**config.mk**
```make
export PLATFORM = sky130hd
export DESIGN_NAME = panel_input_conditioner
export DESIGN_NICKNAME = d
export VERILOG_FILES = /design/src/rtl/panel_pkg.sv /design/src/rtl/panel_debounce.sv /design/src/rtl/panel_input_conditioner.sv
export SDC_FILE = /design/constraint.sdc
export NUM_CORES = 1
export LEC_CHECK = 0
export CAP_MARGIN = 20
export CORE_ASPECT_RATIO = 1.4
export CORE_MARGIN = 4
export CORE_UTILIZATION = 45
export CTS_BUF_LIST = sky130_fd_sc_hd__clkbuf_4
export DETAILED_ROUTE_END_ITERATION = 10
export PLACE_DENSITY = 0.69
export SYNTH_ARGS = -nofsm -noshare
export SYNTH_HDL_FRONTEND = slang
export SYNTH_SLANG_ARGS = --single-unit
```
**constraint.sdc**
```tcl
create_clock -name clk -period 2 [get_ports clk]
set_input_delay 0.4 -clock clk [delete_from_list [all_inputs] [get_ports clk]]
set_output_delay 0.4 -clock clk [all_outputs]
set_load 0.05 [all_outputs]
```
**src/rtl/panel_pkg.sv**
```systemverilog
// -----------------------------------------------------------------------------
// panel_pkg
// Shared definitions for the operator-panel input conditioner:
//   - mode_state_e      : mode-selector FSM state encoding
//   - DB_CYCLES_DEFAULT : default debounce length in clock cycles
//   - is_run_state()    : true for the states in which the lathe may run
// -----------------------------------------------------------------------------
package panel_pkg;

    localparam int DB_CYCLES_DEFAULT = 16;

    typedef enum logic [1:0] {
        IDLE      = 2'd0,
        MANUAL    = 2'd1,
        AUTOMATIC = 2'd2,
        FAULT     = 2'd3
    } mode_state_e;

    // Run states are the only ones that accept a start request and the only
    // ones whose exit must force a stop.
    function automatic logic is_run_state(input mode_state_e st);
        return (st == MANUAL) || (st == AUTOMATIC);
    endfunction

endpackage

```
**src/rtl/panel_debounce.sv**
```systemverilog
// -----------------------------------------------------------------------------
// panel_debounce
// Two-flop synchronizer followed by a consecutive-cycle debouncer for one
// raw panel contact. The debounced level flips only after the synchronized
// value has disagreed with it for DB_CYCLES consecutive cycles; a single
// agreeing cycle restarts the count. Raw-to-level latency is 2+DB_CYCLES.
//
// Ports:
//   clk   : system clock, rising edge
//   rst   : asynchronous active-high reset (level and count cleared to 0)
//   raw   : raw contact, asynchronous to clk, may bounce
//   level : debounced level (flop output)
// -----------------------------------------------------------------------------
module panel_debounce
    import panel_pkg::*;
#(
    parameter int DB_CYCLES = DB_CYCLES_DEFAULT
) (
    input  logic clk,
    input  logic rst,
    input  logic raw,
    output logic level
);

    localparam int CW = $clog2(DB_CYCLES + 1);
    localparam logic [CW-1:0] CNT_LAST = CW'(DB_CYCLES - 1);
    localparam logic [CW-1:0] CNT_ONE  = CW'(1);

    logic          sync1_r;
    logic          sync2_r;
    logic          level_r;
    logic [CW-1:0] cnt_r;

    // Two-stage synchronizer for the asynchronous contact.
    always_ff @(posedge clk or posedge rst) begin
        if (rst) begin
            sync1_r <= 1'b0;
            sync2_r <= 1'b0;
        end else begin
            sync1_r <= raw;
            sync2_r <= sync1_r;
        end
    end

    // Disagreement counter; the level flips on the DB_CYCLES-th consecutive
    // disagreeing cycle (count runs 0..DB_CYCLES-1 then flips).
    always_ff @(posedge clk or posedge rst) begin
        if (rst) begin
            level_r <= 1'b0;
            cnt_r   <= '0;
        end else if (sync2_r != level_r) begin
            if (cnt_r == CNT_LAST) begin
                level_r <= ~level_r;
                cnt_r   <= '0;
            end else begin
                cnt_r   <= cnt_r + CNT_ONE;
            end
        end else begin
            cnt_r <= '0;
        end
    end

    assign level = level_r;

endmodule

```
**src/rtl/panel_input_conditioner.sv**
```systemverilog
// -----------------------------------------------------------------------------
// panel_input_conditioner
// Conditions the lathe operator panel: every contact is synchronized and
// debounced, start/stop rising edges become one-cycle request pulses, and
// the AUTO/MAN selector drives an interlocked mode FSM with a fault state.
//
// Ports:
//   clk, rst                          : clock, asynchronous active-high reset
//   start_raw, stop_raw, sel0_raw,
//   auto_raw, man_raw                 : raw panel contacts (active-high)
//   start, stop                       : one-cycle request pulses
//   sel0                              : debounced selector level
//   AUTO, MAN                         : interlocked mode levels
//   fault                             : high while the selector is in conflict
//
// Timing: all registered outputs are loaded from the FSM's next state so that
// AUTO/MAN/fault, the forced stop and the start gate all line up with the
// cycle in which the new state becomes current.
// -----------------------------------------------------------------------------
module panel_input_conditioner
    import panel_pkg::*;
#(
    parameter int DB_CYCLES = DB_CYCLES_DEFAULT
) (
    input  logic clk,
    input  logic rst,
    input  logic start_raw,
    input  logic stop_raw,
    input  logic sel0_raw,
    input  logic auto_raw,
    input  logic man_raw,
    output logic start,
    output logic stop,
    output logic sel0,
    output logic AUTO,
    output logic MAN,
    output logic fault
);

    logic        start_db_s;
    logic        stop_db_s;
    logic        sel0_db_s;
    logic        auto_db_s;
    logic        man_db_s;

    logic        start_prev_r;
    logic        stop_prev_r;
    logic        start_rise_s;
    logic        stop_rise_s;

    mode_state_e state_r;
    mode_state_e next_state_s;
    logic        forced_stop_s;
    logic        stop_next_s;
    logic        start_next_s;

    logic        start_r;
    logic        stop_r;
    logic        auto_r;
    logic        man_r;
    logic        fault_r;

    panel_debounce #(.DB_CYCLES(DB_CYCLES)) u_db_start (
        .clk(clk), .rst(rst), .raw(start_raw), .level(start_db_s)
    );
    panel_debounce #(.DB_CYCLES(DB_CYCLES)) u_db_stop (
        .clk(clk), .rst(rst), .raw(stop_raw), .level(stop_db_s)
    );
    panel_debounce #(.DB_CYCLES(DB_CYCLES)) u_db_sel0 (
        .clk(clk), .rst(rst), .raw(sel0_raw), .level(sel0_db_s)
    );
    panel_debounce #(.DB_CYCLES(DB_CYCLES)) u_db_auto (
        .clk(clk), .rst(rst), .raw(auto_raw), .level(auto_db_s)
    );
    panel_debounce #(.DB_CYCLES(DB_CYCLES)) u_db_man (
        .clk(clk), .rst(rst), .raw(man_raw), .level(man_db_s)
    );

    // Previous debounced button levels for rising-edge detection.
    always_ff @(posedge clk or posedge rst) begin
        if (rst) begin
            start_prev_r <= 1'b0;
            stop_prev_r  <= 1'b0;
        end else begin
            start_prev_r <= start_db_s;
            stop_prev_r  <= stop_db_s;
        end
    end

    assign start_rise_s = start_db_s & ~start_prev_r;
    assign stop_rise_s  = stop_db_s  & ~stop_prev_r;

    // Mode FSM next-state logic; FAULT is sticky until both levels drop.
    always_comb begin
        next_state_s = state_r;
        case (state_r)
            IDLE: begin
                if (auto_db_s && !man_db_s) begin
                    next_state_s = AUTOMATIC;
                end else if (man_db_s && !auto_db_s) begin
                    next_state_s = MANUAL;
                end else if (auto_db_s && man_db_s) begin
                    next_state_s = FAULT;
                end else begin
                    next_state_s = IDLE;
                end
            end
            MANUAL: begin
                if (auto_db_s) begin
                    next_state_s = FAULT;
                end else if (!man_db_s) begin
                    next_state_s = IDLE;
                end else begin
                    next_state_s = MANUAL;
                end
            end
            AUTOMATIC: begin
                if (man_db_s) begin
                    next_state_s = FAULT;
                end else if (!auto_db_s) begin
                    next_state_s = IDLE;
                end else begin
                    next_state_s = AUTOMATIC;
                end
            end
            FAULT: begin
                if (!auto_db_s && !man_db_s) begin
                    next_state_s = IDLE;
                end else begin
                    next_state_s = FAULT;
                end
            end
            default: begin
                next_state_s = IDLE;
            end
        endcase
    end

    // Leaving a run state forces a stop; a coinciding button stop merges
    // into the same single pulse. Stop always wins over start, and start is
    // only honoured if the state being entered is a run state.
    assign forced_stop_s = is_run_state(state_r) && (next_state_s != state_r);
    assign stop_next_s   = stop_rise_s | forced_stop_s;
    assign start_next_s  = start_rise_s & ~stop_next_s & is_run_state(next_state_s);

    // State register and all registered outputs.
    always_ff @(posedge clk or posedge rst) begin
        if (rst) begin
            state_r <= IDLE;
            start_r <= 1'b0;
            stop_r  <= 1'b0;
            auto_r  <= 1'b0;
            man_r   <= 1'b0;
            fault_r <= 1'b0;
        end else begin
            state_r <= next_state_s;
            start_r <= start_next_s;
            stop_r  <= stop_next_s;
            auto_r  <= (next_state_s == AUTOMATIC);
            man_r   <= (next_state_s == MANUAL);
            fault_r <= (next_state_s == FAULT);
        end
    end

    assign start = start_r;
    assign stop  = stop_r;
    assign sel0  = sel0_db_s;
    assign AUTO  = auto_r;
    assign MAN   = man_r;
    assign fault = fault_r;

endmodule
```
-- Word-level counts from Yosys, hierarchy flattened
Index checks and enable logic that the tools add are counted.
- add/sub/neg operators: 5
- equality and inequality tests: 17
- muxes and demuxes: 19
- bitwise logic cells: 13
- reduce and logical (&&, ||, !) cells: 15
- operator list (operator ; number):
    $mux W5 ; 10
    $add A5 B1 Y5 const B ; 5
    $eq A5 B4 Y1 const B ; 5
    $mux W2 ; 7
    $reduce_and A2 Y1 ; 5
    $eq A2 B2 Y1 const B ; 4
    $not A1 Y1 ; 8
    $pmux W2 S4 ; 1
    $logic_and A1 B1 Y1 ; 5
    $ne A1 B1 Y1 ; 5
    $and A1 B1 Y1 ; 4
    $eq A2 B1 Y1 const B ; 2
    $logic_not A1 Y1 ; 2
    $logic_not A2 Y1 ; 1
    $logic_or A1 B1 Y1 ; 2
    $ne A2 B2 Y1 ; 1
    $mux W1 ; 1
    $or A1 B1 Y1 ; 1
- register bits after elaboration: 49
- input bits: 7
- output and inout bits: 6
- word-level logic and storage cells: 97

-- Logic depth before layout (Yosys ltp)
- word-level depth: 11
- depth in mapped cells: 8

-- By module
A second synthesis with hierarchy kept.
- cells, all modules: 154
- area total of the unflattened synthesis: 1980.6 um^2
- by module, submodules not included (module ; instances ; cells an instance ; area an instance (um^2) ; seq. area each (um^2)):
    panel_debounce ; 5 ; 24 ; 307.8 ; 200.2
    panel_input_conditioner ; 1 ; 34 ; 441.7 ; 225.2

-- Worst setup path before layout
Ideal clock, no wire load.
- kind: reg2reg
- from: register state_r[0]
- to: register start_r, in the netlist start
- setup time: 0.120 ns
- arrival time: 1.707 ns
- data required time: 1.880 ns
- setup slack: 0.172 ns
- stages on the path, launching flop included: 9
- path buffers: 0
- period minus slack after synthesis: 1.828 ns
- cell sequence: dfrtp_1 -> inv_1 -> ha_1 -> o21a_1 -> o32ai_2 -> inv_1 -> ha_1 -> nor2_1 -> and4_1
- longest elaborated chain between the ends: 8
- elaborated cells on any way between the ends: 15
- RTL lines (item ; line ; RTL):
    start: declaration ; panel_input_conditioner.sv:51 ; mode_state_e state_r;
    start signal: assignment ; panel_input_conditioner.sv:156 ; state_r <= next_state_s;
    $eq A2 B2 Y1 (tied with other cells) ; panel_input_conditioner.sv:96 ; case (state_r)
    $pmux W2 S4 (*) ; panel_input_conditioner.sv:96 ;
    via next_state_s[0] ; panel_input_conditioner.sv:52 ; mode_state_e next_state_s;
    $ne A2 B2 Y1 ; panel_input_conditioner.sv:142 ; assign forced_stop_s = is_run_state(state_r) && (next_state_s != state_r);
    $logic_and A1 B1 Y1 ; panel_input_conditioner.sv:142 ;
    $or A1 B1 Y1 ; panel_input_conditioner.sv:143 ; assign stop_next_s = stop_rise_s | forced_stop_s;
    $not A1 Y1 ; panel_input_conditioner.sv:144 ; assign start_next_s = start_rise_s & ~stop_next_s & is_run_state(next_state_s);
    $and A1 B1 Y1 ; panel_input_conditioner.sv:144 ;
    $and A1 B1 Y1 (*) ; panel_input_conditioner.sv:144 ;
    via start_next_s ; panel_input_conditioner.sv:55 ; logic start_next_s;
    end signal: assignment ; panel_input_conditioner.sv:157 ; start_r <= start_next_s;
    end: declaration ; panel_input_conditioner.sv:57 ; logic start_r;
The timed path passes the listed nets; every way through them passes the cells marked *.
A chain may end at the register's enable or synchronous reset.

-- Worst setup path after layout
Same ends and word-level chain as after synthesis.

==> run metrics <==
final wirelength 2.63 mm; worst vdd ir between 0.5 and 0.6 mV; Worst R2R Path Depth 8; setup TNS 0 ns; largest fanout on the critical path 4; CTS H-Tree Depth 2; I/O Pins 13; initial antenna violation count 0; sequential share of the synthesized area between 60% and 70%; post-synthesis cell type count 17; final worst setup slack ~0.088 ns; fillers roughly 350; outcome finished, final reports clean; CTS tree yes; Worst Skew 0.00776 ns; Die Y approximately 85 um; period utilization between 90% and 100%; GRT Total Usage 11.0%; Worst Setup End Kind flip-flop; top cells by area, synth dfrtp_1 (64%), ha_1 (7.8%), xor2_1 (6.8%); pwr dens 707 nW/um2; vias in the first global route 1111; drt drc 0; Routed WL per cell between 10 and 15 um; initial core utilization roughly 48%; finished layout cell area about 2200 um2; flop-to-flop setup slack a little under 0.09 ns; Hold Buf Count CTS 0; first-pass iteration count of the detailed router 4; post-synthesis cell area 1920 um2; Syn-to-layout area delta 14.7%; top cell type's share of synthesized area 63.9%; biggest area consumer among synthesized cells dfrtp_1; Detail Route Antenna Nets 0; r2r startpoint state_r[0]; core area 4020 um2; hpwl dp 1.98 mm; share of cells above drive strength 1 12.2%; Core Rows 27; post-route minimum period 1.91 ns; GRT Residual Overflow 0; via count 1080; Initial DRC Count 39; startpoint type of the worst setup path flip-flop; post-synthesis register bit count 49; Vias/cell roughly 5.0; max cap viols 0; Tot Pwr 0.00156 W; Clock transition at path regs 0.13 ns; mean post-synth cell area 13.1 um2; Slew @ Worst Pin about 0.51 ns; largest net degree at the start of global routing 34; Total Die Area around 5400 um2; worst hold path type input port to asynchronous set/reset pin; Inserted Clock Buffers 5; Slew Limit Headroom 66.2%; warnings from Yosys 0; DP Area ~2100 um2; GPL Wtd Cong 0.717; Setup Slack @ Placement 0.0910 ns; Fin. Hold Viols 0; global-route wire length before repair roughly 4.6 mm; worst setup path category flip-flop to flip-flop; Leakage between 1 and 1.5 nW; n_diodes 0; Final #Nets 190; worst hold margin 0.321 ns; Synth Instances 147; width of the die 63.2 um; Clock Latency Late Sink 0.35 ns; worst path required time around 2.3 ns; clock sink total 49; final setup violation count 0; Port Buffers 12; Synthesized Nets 166; Worst R2R End start; root buffer cell clkbuf_4; Max clock buf depth 2; maximum clock frequency between 500 and 600 MHz; worst path arrival time 2.16 ns; Slew Limit Fails 0
logic make-up (layout without fill, tap and decap cells):
family	count (synthesis)	count (layout)	share of synthesized area, %
compound gates	10	10	4.04
xor+xnor	17	17	7.76
fa+ha+maj	12	12	7.82
buf+inv	8	33	1.56
flops	49	49	63.9
mux	5	5	2.93
simple gates	46	46	12.0
sequential cells by signal, summed over array words and instances, names as in the netlist, 2 cells and up:
register	flops
u_db_auto.cnt_r	5
u_db_man.cnt_r	5
u_db_sel0.cnt_r	5
u_db_start.cnt_r	5
u_db_stop.cnt_r	5
state_r	2
per-layer routing:
layer	wire length, um	track usage [%]	vias up
met5	0	0	-
met4	60	5.30	0
met3	93	3.58	6
met2	1450	20.3	18
met1	1030	11.0	524
li1	-	-	532
how the worst max path moves through the flow:
stage	start	to	slack, ns
4_1_cts	u_db_sel0.level	sel0	0.005
5_1_grt	state_r[0]	start	-0.03
3_5_place_dp	state_r[0]	start	0.09
2_1_floorplan	state_r[0]	start	0.17
3_3_place_gp	state_r[0]	start	0.22
6_report	state_r[0]	start	0.09
cells in the mapped netlist (all sizes together):
master / count
dfrtp: 49
nand2b: 1
o21a: 2
ha: 12
and2b: 2
mux2: 5
o32ai: 2
xnor2: 2
o21ai: 6
and4: 1
and2: 7
inv: 8
nor2: 19
nand2: 1
xor2: 15
and3: 5
nand3: 10
per-stage QoR:
stage          instances  util, %
3_5_place_dp         204     52.8
4_1_cts              212     54.1
2_1_floorplan        147        -
6_report             215     54.7
5_1_grt              215     54.7
3_3_place_gp         204     52.8
layout by cell type, fill, tap and decap left out, types with 6 or more instances in the layout:
cell	synthesis	layout
and2_1	7	7
clkbuf_4	0	6
clkdlybuf4s50_1	0	11
dfrtp_1	49	49
ha_1	12	12
inv_1	8	7
nand3_1	10	10
nor2_1	19	19
o21ai_1	6	6
xor2_1	15	15
worst max-delay path, stage by stage (launching register included):
cell	delay [ns]
dfrtp_1	0.42
inv_1	0.09
ha_1	0.25
o21a_1	0.20
o32ai_2	0.24
inv_1	0.12
ha_1	0.29
nor2_1	0.03
and4_1	0.18
report_power, final:
group / switching [W] / internal [W]
logic: 0.0000445 / 0.0000392
registers: 0.0000224 / 0.00103
clock network: 0.000277 / 0.000148
cell type report:
class	instances	area (um2)	area share, %
Timing Repair Buffer	17	173	7.85
Inverter	8	30.0	1.36
Clock inverter	2	10.0	0.455
Multi-Input combinational cell	90	663	30.1
Sequential cell	49	1230	55.7
Tap cell	43	53.8	2.44
Clock buffer	6	45.0	2.05
repair_timing:
action / CTS / global route
buffers inserted: 0 / 3
resized for setup: 0 / 1
endpoints found under the setup margin: 0 / 2
(Power assumes the default switching activity.)
